**src/rtl/pwm_bank.sv**
```systemverilog
// Multi-channel PWM with slew-limited duty: each channel takes at most one
// inc/dec step per period, applied only at its own (optionally staggered) period boundary.
module pwm_bank #(
  parameter int CHANNELS   = 2,
  parameter int WIDTH      = 3,
  parameter int PRESCALE   = 1,
  parameter int STAGGER    = 0,
  parameter int INVERT     = 0,
  parameter int RESET_DUTY = 0
) (
  input  logic                      clk_out,
  input  logic                      rst,
  input  logic                      en,
  input  logic [CHANNELS-1:0]       inc,
  input  logic [CHANNELS-1:0]       dec,
  output logic [CHANNELS-1:0]       pwm,
  output logic [CHANNELS*WIDTH-1:0] duty
);

  localparam int PW     = (PRESCALE > 1) ? $clog2(PRESCALE) : 1;
  localparam int PERIOD = 1 << WIDTH;
  localparam int OFF    = (STAGGER != 0) ? PERIOD / CHANNELS : 0;

  localparam logic [PW-1:0]    PRE_LAST = PW'(PRESCALE - 1);
  localparam logic [PW-1:0]    PRE_ONE  = PW'(1);
  localparam logic [WIDTH-1:0] W_ONE    = WIDTH'(1);
  localparam logic [WIDTH-1:0] W_MAX    = {WIDTH{1'b1}};
  localparam logic [WIDTH-1:0] W_ZERO   = {WIDTH{1'b0}};
  localparam logic [WIDTH-1:0] DUTY_RST = WIDTH'(RESET_DUTY);
  localparam logic             PWM_IDLE = (INVERT != 0);

  typedef enum logic [1:0] {
    PEND_NONE,
    PEND_UP,
    PEND_DOWN
  } pend_e;

  logic [PW-1:0]    presc_q, presc_d;
  logic [WIDTH-1:0] cnt_q, cnt_d;
  logic             tick;

  assign tick = en && (presc_q == PRE_LAST);

  always_comb begin
    presc_d = presc_q;
    cnt_d   = cnt_q;
    if (en) begin
      if (tick) begin
        presc_d = '0;
        cnt_d   = cnt_q + W_ONE;
      end else begin
        presc_d = presc_q + PRE_ONE;
      end
    end
  end

  always_ff @(posedge clk_out) begin
    if (rst) begin
      presc_q <= '0;
      cnt_q   <= '0;
    end else begin
      presc_q <= presc_d;
      cnt_q   <= cnt_d;
    end
  end

  for (genvar gi = 0; gi < CHANNELS; gi++) begin : g_ch
    localparam logic [WIDTH-1:0] PH_OFF = WIDTH'((gi * OFF) % PERIOD);

    logic [WIDTH-1:0] ph;
    logic [WIDTH-1:0] duty_q, duty_d;
    pend_e            pend_q, pend_d;
    logic             pwm_q, pwm_d;
    logic             boundary, up_req, dn_req;

    assign ph       = cnt_q + PH_OFF;
    assign boundary = tick && (ph == W_MAX);
    assign up_req   = inc[gi] & ~dec[gi];
    assign dn_req   = dec[gi] & ~inc[gi];

    // A strobe seen in the boundary cycle must survive the clear, so it is applied last.
    always_comb begin
      duty_d = duty_q;
      pend_d = pend_q;
      if (boundary) begin
        case (pend_q)
          PEND_UP:   if (duty_q != W_MAX)  duty_d = duty_q + W_ONE;
          PEND_DOWN: if (duty_q != W_ZERO) duty_d = duty_q - W_ONE;
          default:   ;
        endcase
        pend_d = PEND_NONE;
      end
      if (up_req) begin
        pend_d = PEND_UP;
      end else if (dn_req) begin
        pend_d = PEND_DOWN;
      end
      pwm_d = en ? ((ph < duty_q) ^ PWM_IDLE) : PWM_IDLE;
    end

    always_ff @(posedge clk_out) begin
      if (rst) begin
        duty_q <= DUTY_RST;
        pend_q <= PEND_NONE;
        pwm_q  <= PWM_IDLE;
      end else begin
        duty_q <= duty_d;
        pend_q <= pend_d;
        pwm_q  <= pwm_d;
      end
    end

    assign pwm[gi]                  = pwm_q;
    assign duty[gi*WIDTH +: WIDTH]  = duty_q;
  end

endmodule
```
**config.mk**
```make
export PLATFORM = sky130hd
export DESIGN_NAME = pwm_bank
export DESIGN_NICKNAME = d
export VERILOG_FILES = /design/src/rtl/pwm_bank.sv
export SDC_FILE = /design/constraint.sdc
export NUM_CORES = 1
export LEC_CHECK = 0
export ABC_AREA = 1
export CORE_MARGIN = 2
export CORE_UTILIZATION = 56
export DETAILED_ROUTE_END_ITERATION = 7
export PLACE_DENSITY_LB_ADDON = 0.08
export SYNTH_ARGS = -nofsm -noshare
export SYNTH_HDL_FRONTEND = slang
export SYNTH_SLANG_ARGS = --single-unit
export TNS_END_PERCENT = 1
```
**constraint.sdc**
```tcl
create_clock -name clk_out -period 2.77 [get_ports clk_out]
set_clock_uncertainty 0.2 [all_clocks]
set_input_delay 0.4155 -clock clk_out [delete_from_list [all_inputs] [get_ports clk_out]]
set_output_delay 0.4155 -clock clk_out [all_outputs]
set_load 0.005 [all_outputs]
```
# Yosys cells after proc, flatten, opt, wreduce, memory -nomap -nowiden
# Index checks and enable logic that the tools add are counted.
# W data, S select, Z words.
totals:
  register_bits: 16
  in_bits: 7
  out_inout_bits: 8
  wordCells: 67
classes:
  n_addsub: 6
  order_cmp: 2
  n_eq_ne: 11
  muxes: 12
  bitwise_logic: 10
  reduce_logical: 16
ops:
  columns: ["op", "n"]
  rows:
  - ["$mux W3", 4]
  - ["$pmux W3 S2", 2]
  - ["$reduce_bool A3 Y1", 4]
  - ["$add A3 B1 Y3 const B", 3]
  - ["$ne A2 B2 Y1 const B", 4]
  - ["$reduce_and A4 Y1", 2]
  - ["$reduce_bool A2 Y1", 4]
  - ["$lt A3 B3 Y1", 2]
  - ["$mux W2", 3]
  - ["$ne A3 B3 Y1 const B", 2]
  - ["$not A1 Y1", 6]
  - ["$reduce_or A2 Y1", 3]
  - ["$sub A3 B1 Y3 const B", 2]
  - ["$and A1 B1 Y1", 4]
  - ["$eq A2 B1 Y1 const B", 2]
  - ["$eq A2 B2 Y1 const B", 2]
  - ["$eq A3 B3 Y1 const B", 1]
  - ["$mux W1", 3]
  - ["$logic_and A1 B1 Y1", 2]
  - ["$reduce_and A2 Y1", 1]
  - ["$add A1 B1 Y1 const B", 1]

# Longest topological paths before layout
# Gate-level depths: netlist (run 1).
logic_depth:
  depth_word: 6
  depth_mapped: 13
  mapped_depth_nobuf: 13

# Least setup slack after synthesis (run 1)
# Ideal clock, no wire load.
synth_timing:
  path_kind: "register to register"
  startpoint: "register g_ch[1].pend_q[0]"
  endpoint: "register g_ch[1].duty_q[1]"
  arrival_ns: 1.203
  required_time_ns: 2.457
  slack_ns: 1.254
  path_stages_with_launch: 8
  n_path_buf: 0
  period_less_slack_ns: 1.516
  path_cell_list: "dfxtp_1 > inv_1 > ha_1 > inv_1 > fa_1 > inv_1 > nor2_1 > nor2_1"
synth_between:
  elab_chain_len: 3
  elab_cells_between_ends: 7
  classes_between: "eq/ne: 4; mux: 1; reduce/logical: 2"
synth_lines:
  columns: ["element", "line_no", "rtl"]
  rows:
  - ["start: declaration", "72", "pend_e pend_q, pend_d;"]
  - ["start signal: assignment", "108", "pend_q <= pend_d;"]
  - ["$eq A2 B2 Y1 or $eq A2 B1 Y1 (tied branches)", "86", "case (pend_q)"]
  - ["$ne A2 B2 Y1 (no line) or $reduce_bool A2 Y1 (tied branches)", null, null]
  - ["$reduce_and A4 Y1 (no line)", null, null]
  - ["end signal: assignment", "107", "duty_q <= duty_d;"]
  - ["end: declaration", "71", "logic [WIDTH-1:0] duty_q, duty_d;"]
# Parallel ways exist; a longest one is shown, timed or not.
# A chain may end at the register's enable or synchronous reset.

# Final worst setup path (run 1)
layout_timing:
  startpoint: "register g_ch[0].duty_q[0]"
  endpoint: "output port duty[0]"
layout_rtl:
  columns: ["element", "line_no", "rtl"]
  rows:
  - ["start: declaration", "71", null]
  - ["start signal: assignment", "107", null]
  - ["end: declaration", "17", "output logic [CHANNELS*WIDTH-1:0] duty"]
# No word-level cell between the ends.

==> metrics.yaml, run 1 <==
status: "complete, no violations"
irDropWorstVdd_mv: 0.262
hold_depth: 2
r2r_setup_slack_ns: 1.14
track_usage: 0.208
cp.required_ns: 2.15
dpl.hpwl_um: 1390
cp_data_arrival_time_ns: 1.24
worst_setup_path_end_kind: "output pin"
ios: 15
die_h_um: 45.7
ys_ff_latch: 16
die_area_um2: 2090
use_met2: 0.299
hold_path_class: "flip-flop to flip-flop"
crit_slowest_cell: "clkdlybuf4s50_1"
max_freq_ghz: 0.538
final_antenna_net_count: 0
gr-usage-met1: 0.297
worst_slew_pin_slew_ns: 0.288
diodes: 0
final-setup-viol-count: 0
first_iter_violations: 19
slew_headroom: 0.807
crit_chain: "clkdlybuf4s50_1"
finalHoldViolCount: 0
grt_pass1_vias: 756
core_um2: 1670
synth_cells: 136
pre_cts_ws_ns: 0.877
cp-start-kind: "flip-flop"
wl_um: 1720
grt_start_max_net_pins: 10
min_from: "g_ch[0].pend_q[0]$_SDFFE_PP0P_"
clk_latency_ns: 0.29
critical_path_class: "flip-flop to output pin"
initial_core_util: 0.582
critPathMaxStageDelay_ns: 0.53
layout_setup_ws_ns: 0.912
syn_area_um2: 972
syn_nets: 153
holdBufCountCts: 0
viasPerCell: 5.02
power_uw: 470
cp_num_buf_inv: 1
rr_worst_depth: 7
holdPathEnd: "g_ch[0].pend_q[0]$_SDFFE_PP0P_"
yosysUniqueCellTypes: 23
vias: 844
clockBufferDepth: 2
n_fill_cell: 157
worstReg2RegStart: "g_ch[1].pend_q[0]$_SDFFE_PP0P_"
cts_tree: "done"
rows: 15
cts_sinks: 16
fp.dieW_um: 45.7
met3_usage: 0.0357
drive_gt1_frac: 0.0728
htreeDepth: 1
r2r-end: "g_ch[1].duty_q[2]$_SDFFE_PP0P_"
drv_slew: 0
grt_pass1_wl_um: 3130
post_cts_buffers: 0
clkTransAtPathRegs_ns: 0.09
antenna_found_initial: 0
min_period_over_period: 0.671
grt_busiest_layer: "met2"
crit_path_start: "g_ch[0].duty_q[0]$_SDFFE_PP0P_"
syn_to_final_growth_pct: 17.6
cts_root_buf: "clkbuf_4"
wl_per_cell_um: 10.2
crit_fanout: 5
seq_area_um2: 320
io_buffers: 14
dp_cells: 164
critPathTopFamily: "buffers and inverters"
multiInputGateArea_um2: 547
numCtsBuffers: 3
rsz0062_at_grt: "no"
avgSynthCellArea_um2: 7.15
drc: 0
gr-total-overflow: 0
gp_congestion: 0.834
power_density_nw_per_um2: 411
synth_warnings: 0
cts.repair.resized: 0
instances_no_fill: 168
maxCapViolations: 0
p_leak_nw: 0.563
dr.pass1.iters: 4
min_period_ns: 1.86
final_cell_mix: "36 x nand2_1, 24 x nor2_1, 20 x inv_1"
yosysSeqAreaShare: 0.329
nets: 169
finalSetupTns_ns: 0
final_common_cell: "nand2_1"
how the worst max path moves through the flow:
stage | to | slack (ns) | cells past startpoint
after detailed placement | g_ch[0].duty_q[2]$_SDFFE_PP0P_ | 0.88 | 8
after CTS | duty[0] | 0.91 | 1
after global placement | g_ch[0].duty_q[2]$_SDFFE_PP0P_ | 0.93 | 8
final | duty[0] | 0.91 | 1
after floorplan | g_ch[1].duty_q[1]$_SDFFE_PP0P_ | 1.25 | 7
after global routing | duty[0] | 0.84 | 1
power breakdown:
| group | leakage (nW) | internal, mW | switching [mW] | total (mW) |
|---|---|---|---|---|
| Clock | 0.0210 | 0.0801 | 0.0772 | 0.157 |
| Sequential | 0.131 | 0.239 | 0.00853 | 0.247 |
| Combinational | 0.412 | 0.0315 | 0.0333 | 0.0649 |
| Total | 0.563 | 0.351 | 0.119 | 0.470 |
state kept, by name, indices dropped and copies added (netlist names):
register,flops
g_ch.duty_q,6
g_ch.pwm_q,2
g_ch.pend_q,4
presc_q,1
cnt_q,3
Yosys cell counts:
cell type,number,share of area
nand2_1,36,0.14
nand3_1,6,0.031
nor2_2,1,0.0064
ha_1,9,0.12
inv_2,1,0.0039
a31oi_1,2,0.013
nand2_2,1,0.0064
buf_6,1,0.012
xnor2_1,1,0.0090
o21ai_0,2,0.010
nand4_1,2,0.013
inv_1,20,0.077
nand2_4,1,0.012
nor2_1,24,0.093
dfxtp_1,16,0.33
xor2_1,1,0.0090
a211oi_1,2,0.015
buf_4,2,0.015
nor2_8,1,0.021
o211ai_1,2,0.015
fa_1,1,0.021
nor2_4,2,0.023
a21oi_1,2,0.010
area by class of cell:
| class | count | area share |
|---|---|---|
| multi-input combinational | 96 | 0.478 |
| sequential | 16 | 0.280 |
| timing repair buffer | 14 | 0.123 |
| inverter | 21 | 0.0689 |
| clock buffer | 4 | 0.0317 |
| tap | 17 | 0.0186 |
through the flow:
| stage | hold slack (ns) | area, um^2 | util |
|---|---|---|---|
| global placement | 0.289 | 1110 | 0.663 |
| finish | 0.301 | 1140 | 0.685 |
| floorplan | 0.257 | 972 | - |
| global route | 0.338 | 1140 | 0.685 |
| detailed placement | 0.284 | 1110 | 0.663 |
| CTS | 0.302 | 1140 | 0.685 |
cell families after synthesis:
group	Yosys count	share of synthesized area
xor+xnor	2	0.0180
compound gates	10	0.0643
fa+ha+maj	10	0.136
buf+inv	24	0.108
flops	16	0.329
simple gates	74	0.344
per-layer routing:
metal / up-vias / wire length (um) / share of wire
li1: 450 / - / -
met1: 372 / 900 / 0.52
met2: 16 / 717 / 0.42
met3: 6 / 61 / 0.036
met4: 0 / 38 / 0.022
met5: - / 0 / 0
Power figures use the tool's default switching activity.
==> inputs of run 2 (changes only) <==
--- a/config.mk
+++ b/config.mk
@@ -7,7 +7,7 @@
 export LEC_CHECK = 0
 export ABC_AREA = 1
 export CORE_MARGIN = 2
-export CORE_UTILIZATION = 56
+export CORE_UTILIZATION = 47
 export DETAILED_ROUTE_END_ITERATION = 7
 export PLACE_DENSITY_LB_ADDON = 0.08
 export SYNTH_ARGS = -nofsm -noshare
==> constraint.sdc (replaced) <==
create_clock -name clk_out -period 1.6 [get_ports clk_out]
set_clock_uncertainty 0.2 [all_clocks]
set_input_delay 0.24 -clock clk_out [delete_from_list [all_inputs] [get_ports clk_out]]
set_output_delay 0.24 -clock clk_out [all_outputs]
set_load 0.005 [all_outputs]
==> run 2 against run 1 <==
Against the previous run:
- via count up 5.3%
- register-to-register slack worse by 1.1 ns
- critical path depth unchanged
- utilization down 4.5 points
- flip-flop and latch count unchanged
- count of clock-buffer cells in the layout down 1
- critical endpoint is now pwm[0]
- largest cell class unchanged
==> metrics.yaml, run 2 (same netlist as run 1, synthesis figures left out) <==
clockBufferDepth: 2  # unchanged
instances_no_fill: 188  # +12%
grt_pass1_vias: 781  # +3.3%
crit_end: "pwm[0]"
fp.dieW_um: 49.5  # +8.4%
largest_reg_flops: 6  # unchanged
intPower_uw: 571  # +63%
track_usage: 0.168  # -0.0407
min_period_over_period: 0.963
syn_to_final_growth_pct: 29.1
worst_slew_pin_slew_ns: 0.256  # -0.0322 ns
drv_slew: 0  # unchanged
clkTransAtPathRegs_ns: 0.09  # about the same
rr_worst_depth: 7  # unchanged
initial_core_util: 0.496  # -0.0865
max_freq_ghz: 0.649
grt_pass1_wl_um: 3200  # +2.4%
finalHoldViolCount: 0  # unchanged
cp_num_buf_inv: 1  # unchanged
critical_path_class: "flip-flop to output pin"
critPathTopFamily: "buffers and inverters"
cp-start-kind: "flip-flop"
dpl.hpwl_um: 1480  # +7.0%
dp_cells: 181  # +10%
numCtsBuffers: 3  # unchanged
htreeDepth: 1  # unchanged
final_cell_mix: "35 x nand2_1, 24 x nor2_1, 17 x inv_1"
p_clk_frac: 0.278  # -0.057
worstReg2RegStart: "g_ch[1].pend_q[0]$_SDFFE_PP0P_"
wl_per_cell_um: 9.97  # -2.5%
core_um2: 1960  # +17%
fin_area_um2: 1250  # +9.7%
antenna_found_initial: 0  # unchanged
hold_path_class: "flip-flop to flip-flop"
placed_area_um2: 1170  # +5.9%
r2r_setup_slack_ns: 0.07  # -1.07 ns
worst_setup_path_end_kind: "output pin"
cts_sinks: 16  # unchanged
utilization: 0.640  # -0.0450
viasPerCell: 4.73  # -5.9%
die_h_um: 49.5  # +8.4%
combPwrFrac: 0.174  # +0.036
seq_power_share: 0.549  # +0.022
holdBufCountCts: 0  # unchanged
netSwitchingPower_uw: 206  # +73%
gp_congestion: 0.841  # +0.77%
holdWs_ns: 0.295  # -0.00577 ns
grt_start_max_net_pins: 9  # -1
crit_path_start: "g_ch[0].pwm_q$_SDFF_PP0_"
final-setup-viol-count: 0  # unchanged
power_density_nw_per_um2: 619  # +51%
nets: 180  # +6.5%
slew_headroom: 0.829  # +0.0219
cp.required_ns: 1.16  # -0.99 ns
finalSetupTns_ns: 0  # unchanged
p_leak_nw: 0.699  # +24%
top_regs: "g_ch.duty_q x6, g_ch.pend_q x4, cnt_q x3"
wl_um: 1870  # +9.1%
first_iter_violations: 25  # +6
drive_gt1_frac: 0.230  # +0.157
io_buffers: 14  # unchanged
critPathMaxStageDelay_ns: 0.49  # -0.04 ns
gr-total-overflow: 0  # unchanged
path_depth: 1  # unchanged
crit_slowest_cell: "clkdlybuf4s50_1"
clk_latency_ns: 0.28  # about the same
min_period_ns: 1.54
rows: 16  # +1
cts_tree: "done"
drc: 0  # unchanged
crit_chain: "clkdlybuf4s50_1"
cts_root_buf: "clkbuf_4"
diodes: 0  # unchanged
layout_setup_ws_ns: 0.0585  # -0.853 ns
maxCapViolations: 0  # unchanged
irDropWorstVdd_mv: 0.469  # +79%
vias: 889  # +5.3%
status: "complete, no violations"
final_antenna_net_count: 0  # unchanged
pre_cts_ws_ns: -0.0708  # -0.948 ns
dr.pass1.iters: 4  # unchanged
r2r-end: "g_ch[1].duty_q[2]$_SDFFE_PP0P_"
rsz0062_at_grt: "yes"
cp_data_arrival_time_ns: 1.10  # -0.14 ns
die_area_um2: 2450  # +17%
power_uw: 777  # +65%
ios: 15  # unchanged
final_common_cell: "nand2_1"
largest-register: "g_ch.duty_q"
crit_fanout: 1  # -4
switching_share: 0.265  # +0.0119
-- run 2: cell count changes in the layout (fill, tap and decap cells not counted), moves of 2 or more --
| cell | before | now |
|---|---|---|
| buf_4 | 0 | 11 |
| inv_1 | 20 | 17 |
| dfxtp_2 | 0 | 10 |
| dlygate4sd2_1 | 0 | 2 |
| inv_2 | 1 | 4 |
| dlymetal6s2s_1 | 0 | 4 |
| dfxtp_1 | 16 | 6 |
| clkdlybuf4s50_1 | 14 | 8 |
-- run 2: cell type report --
cell class                      instances  area (um^2)
Inverter                               21         78.8
Tap cell                               27         33.8
Timing Repair Buffer                   25          230
Fill cell                             201          707
Multi-Input combinational cell         96          557
Sequential cell                        16          333
Clock buffer                            3         22.5
-- run 2: how the worst min path moves through the flow --
stage	start	to	slack [ns]	depth (start not counted)
floorplan	en	g_ch[0].pwm_q$_SDFF_PP0_	0.19	2
global placement	g_ch[0].pend_q[0]$_SDFFE_PP0P_	g_ch[0].pend_q[0]$_SDFFE_PP0P_	0.28	2
detailed placement	g_ch[0].pend_q[0]$_SDFFE_PP0P_	g_ch[0].pend_q[0]$_SDFFE_PP0P_	0.29	2
CTS	g_ch[0].pend_q[0]$_SDFFE_PP0P_	g_ch[0].pend_q[0]$_SDFFE_PP0P_	0.30	2
global route	g_ch[0].pend_q[0]$_SDFFE_PP0P_	g_ch[0].pend_q[0]$_SDFFE_PP0P_	0.33	2
finish	g_ch[0].pend_q[0]$_SDFFE_PP0P_	g_ch[0].pend_q[0]$_SDFFE_PP0P_	0.30	2
-- run 2: power groups by stage --
stage | clock network, mW | registers (mW) | logic [mW]
after floorplan | 0 | 0.433 | 0.0839
after global placement | 0 | 0.433 | 0.125
after detailed placement | 0 | 0.434 | 0.131
after CTS | 0.223 | 0.424 | 0.131
after global routing | 0.244 | 0.429 | 0.156
final | 0.216 | 0.426 | 0.135
-- run 2: layer usage --
metal,up-vias,share of wire,GRT usage
met3,4,0.041,0.0364
met2,21,0.46,0.275
li1,473,-,-
met4,0,0.010,0.0556
met5,-,0,0
met1,391,0.49,0.219
-- run 2: repair_timing --
action                                  CTS  global route
resized for setup                         8            14
buffers inserted                          1             3
endpoints found under the setup margin    6             7
pin swaps                                 0             2
gates cloned                              0             0
==> inputs of run 3 (changes only) <==
--- a/config.mk
+++ b/config.mk
@@ -6,9 +6,9 @@
 export NUM_CORES = 1
 export LEC_CHECK = 0
 export ABC_AREA = 1
-export CORE_MARGIN = 2
 export CORE_UTILIZATION = 47
 export DETAILED_ROUTE_END_ITERATION = 7
+export HOLD_SLACK_MARGIN = 0.06
 export PLACE_DENSITY_LB_ADDON = 0.08
 export SYNTH_ARGS = -nofsm -noshare
 export SYNTH_HDL_FRONTEND = slang
==> run 3 against run 2 <==
Against the previous run:
- fmax up 0.75%
- critical path depth unchanged
- clock power up 27%
- count of clock-buffer cells in the layout up 1
- sequential power about the same
- flip-flop and latch count unchanged
- wire length down 4.4%
- cell count down 1.1%
- largest power group unchanged
- power up 8.2%
- register-to-register slack about the same
==> metrics.yaml, run 3 (same netlist as run 1, synthesis figures left out) <==
die_h_um: 47.5  # -4.0%
cp_data_arrival_time_ns: 1.09  # about the same
worst_slew_pin_slew_ns: 0.249  # -0.00698 ns
grt_pass1_vias: 704  # -9.9%
min_period_ns: 1.53  # -0.0115 ns
wl_um: 1790  # -4.4%
cp_num_buf_inv: 1  # unchanged
nets: 177  # -1.7%
power_density_nw_per_um2: 667  # +7.7%
vias: 860  # -3.3%
irDropWorstVdd_mv: 0.519  # +11%
drive_gt1_frac: 0.226  # -0.00340
final_common_cell: "nand2_1"
dr.pass1.iters: 4  # unchanged
rows: 16  # unchanged
drv_slew: 0  # unchanged
n_fill_cell: 201  # unchanged
diodes: 0  # unchanged
clockBufferDepth: 2  # unchanged
final_antenna_net_count: 0  # unchanged
finalSetupTns_ns: 0  # unchanged
grt_start_max_net_pins: 10  # +1
ios: 15  # unchanged
largest_reg_flops: 6  # unchanged
status: "complete, no violations"
layout_setup_ws_ns: 0.0700  # +0.0115 ns
numCtsBuffers: 3  # unchanged
maxCapViolations: 0  # unchanged
syn_to_final_growth_pct: 29.7
crit_path_start: "g_ch[1].pwm_q$_SDFF_PP0_"
dpl.hpwl_um: 1430  # -3.3%
worstReg2RegStart: "g_ch[1].pend_q[0]$_SDFFE_PP0P_"
crit_slowest_cell: "clkdlybuf4s50_1"
fp.dieW_um: 47.5  # -4.0%
viasPerCell: 4.62  # -2.2%
final-setup-viol-count: 0  # unchanged
drc: 0  # unchanged
core_um2: 1960  # unchanged
track_usage: 0.189  # +0.0212
initial_core_util: 0.496  # unchanged
final_cell_mix: "35 x nand2_1, 24 x nor2_1, 17 x inv_1"
multiInputGateArea_um2: 569  # +2.2%
cts_root_buf: "clkbuf_4"
cp-start-kind: "flip-flop"
critPathTopFamily: "buffers and inverters"
grt_pass1_wl_um: 2950  # -7.7%
cp.required_ns: 1.16  # about the same
finalHoldViolCount: 0  # unchanged
clk_latency_ns: 0.30  # +0.02 ns
largest-register: "g_ch.duty_q"
gp_congestion: 0.847  # +0.75%
antenna_found_initial: 0  # unchanged
worst_setup_path_end_kind: "output pin"
clkTransAtPathRegs_ns: 0.09  # about the same
seq_area_um2: 333  # unchanged
top_regs: "g_ch.duty_q x6, g_ch.pend_q x4, cnt_q x3"
critPathMaxStageDelay_ns: 0.49  # about the same
min_from: "g_ch[0].pend_q[0]$_SDFFE_PP0P_"
crit_chain: "clkdlybuf4s50_1"
holdBufCountCts: 0  # unchanged
p_leak_nw: 0.711  # +1.8%
io_buffers: 14  # unchanged
htreeDepth: 1  # unchanged
pre_cts_ws_ns: -0.0708  # +0.0000132 ns
min_period_over_period: 0.956  # -0.00718
holdWs_ns: 0.297  # +0.00161 ns
cts_tree: "done"
max_freq_ghz: 0.654  # +0.75%
critical_path_class: "flip-flop to output pin"
gr-total-overflow: 0  # unchanged
rsz0062_at_grt: "no"
slew_headroom: 0.834  # +0.00466
die_area_um2: 2250  # -7.9%
cts_sinks: 16  # unchanged
first_iter_violations: 22  # -12%
hold_path_class: "flip-flop to flip-flop"
crit_fanout: 1  # unchanged
wl_per_cell_um: 9.63  # -3.3%
-- run 3: changes by cell type in the layout (fill, tap and decap cells not counted), sizes merged --
cell and delta:
clkdlybuf4s50 -1, dlymetal6s2s +1, buf -3, clkbuf +1
-- run 3: path summary, 6_finish.rpt --
kind	to	slack (ns)	depth (start not counted)
worst min register to register	g_ch[0].pend_q[0]$_SDFFE_PP0P_	0.30	2
worst min-delay path	g_ch[0].pend_q[0]$_SDFFE_PP0P_	0.30	2
worst max register to register	g_ch[1].duty_q[1]$_SDFFE_PP0P_	0.08	7
worst max-delay path	pwm[1]	0.07	1
-- run 3: what timing repair did --
item | 4_1_cts | 5_1_grt
pin swaps | 0 | 2
gates resized for setup | 8 | 17
buffers inserted | 0 | 1
gates cloned | 0 | 0
hold endpoints to repair | 0 | 0
setup endpoints to repair | 6 | 9
-- run 3: per-stage QoR --
| step | power [mW] | cell area, um^2 | std cells | utilization |
|---|---|---|---|---|
| final | 0.841 | 1260 | 186 | 0.643 |
| after global routing | 0.892 | 1260 | 186 | 0.643 |
| after detailed placement | 0.565 | 1170 | 181 | 0.598 |
| after global placement | 0.559 | 1170 | 181 | 0.598 |
| after CTS | 0.834 | 1210 | 185 | 0.619 |
| after floorplan | 0.517 | 972 | 136 | - |
-- run 3: layout make-up --
cell class,instances,share of cell area
Sequential cell,16,0.264
Tap cell,27,0.0268
Timing Repair Buffer,22,0.167
Inverter,21,0.0625
Multi-Input combinational cell,96,0.451
Clock buffer,4,0.0288
-- run 3: routing by layer --
layer | track usage | wire [um]
met1 | 0.261 | 919
met2 | 0.279 | 791
met3 | 0.0453 | 56
met4 | 0.0800 | 25
met5 | 0 | 0
-- run 3: where the power goes --
group          leakage, nW  internal [mW]  total (mW)  switching [mW]
clock network       0.0210          0.139       0.275           0.137
registers            0.135          0.415       0.427          0.0127
logic                0.555         0.0712       0.138          0.0670
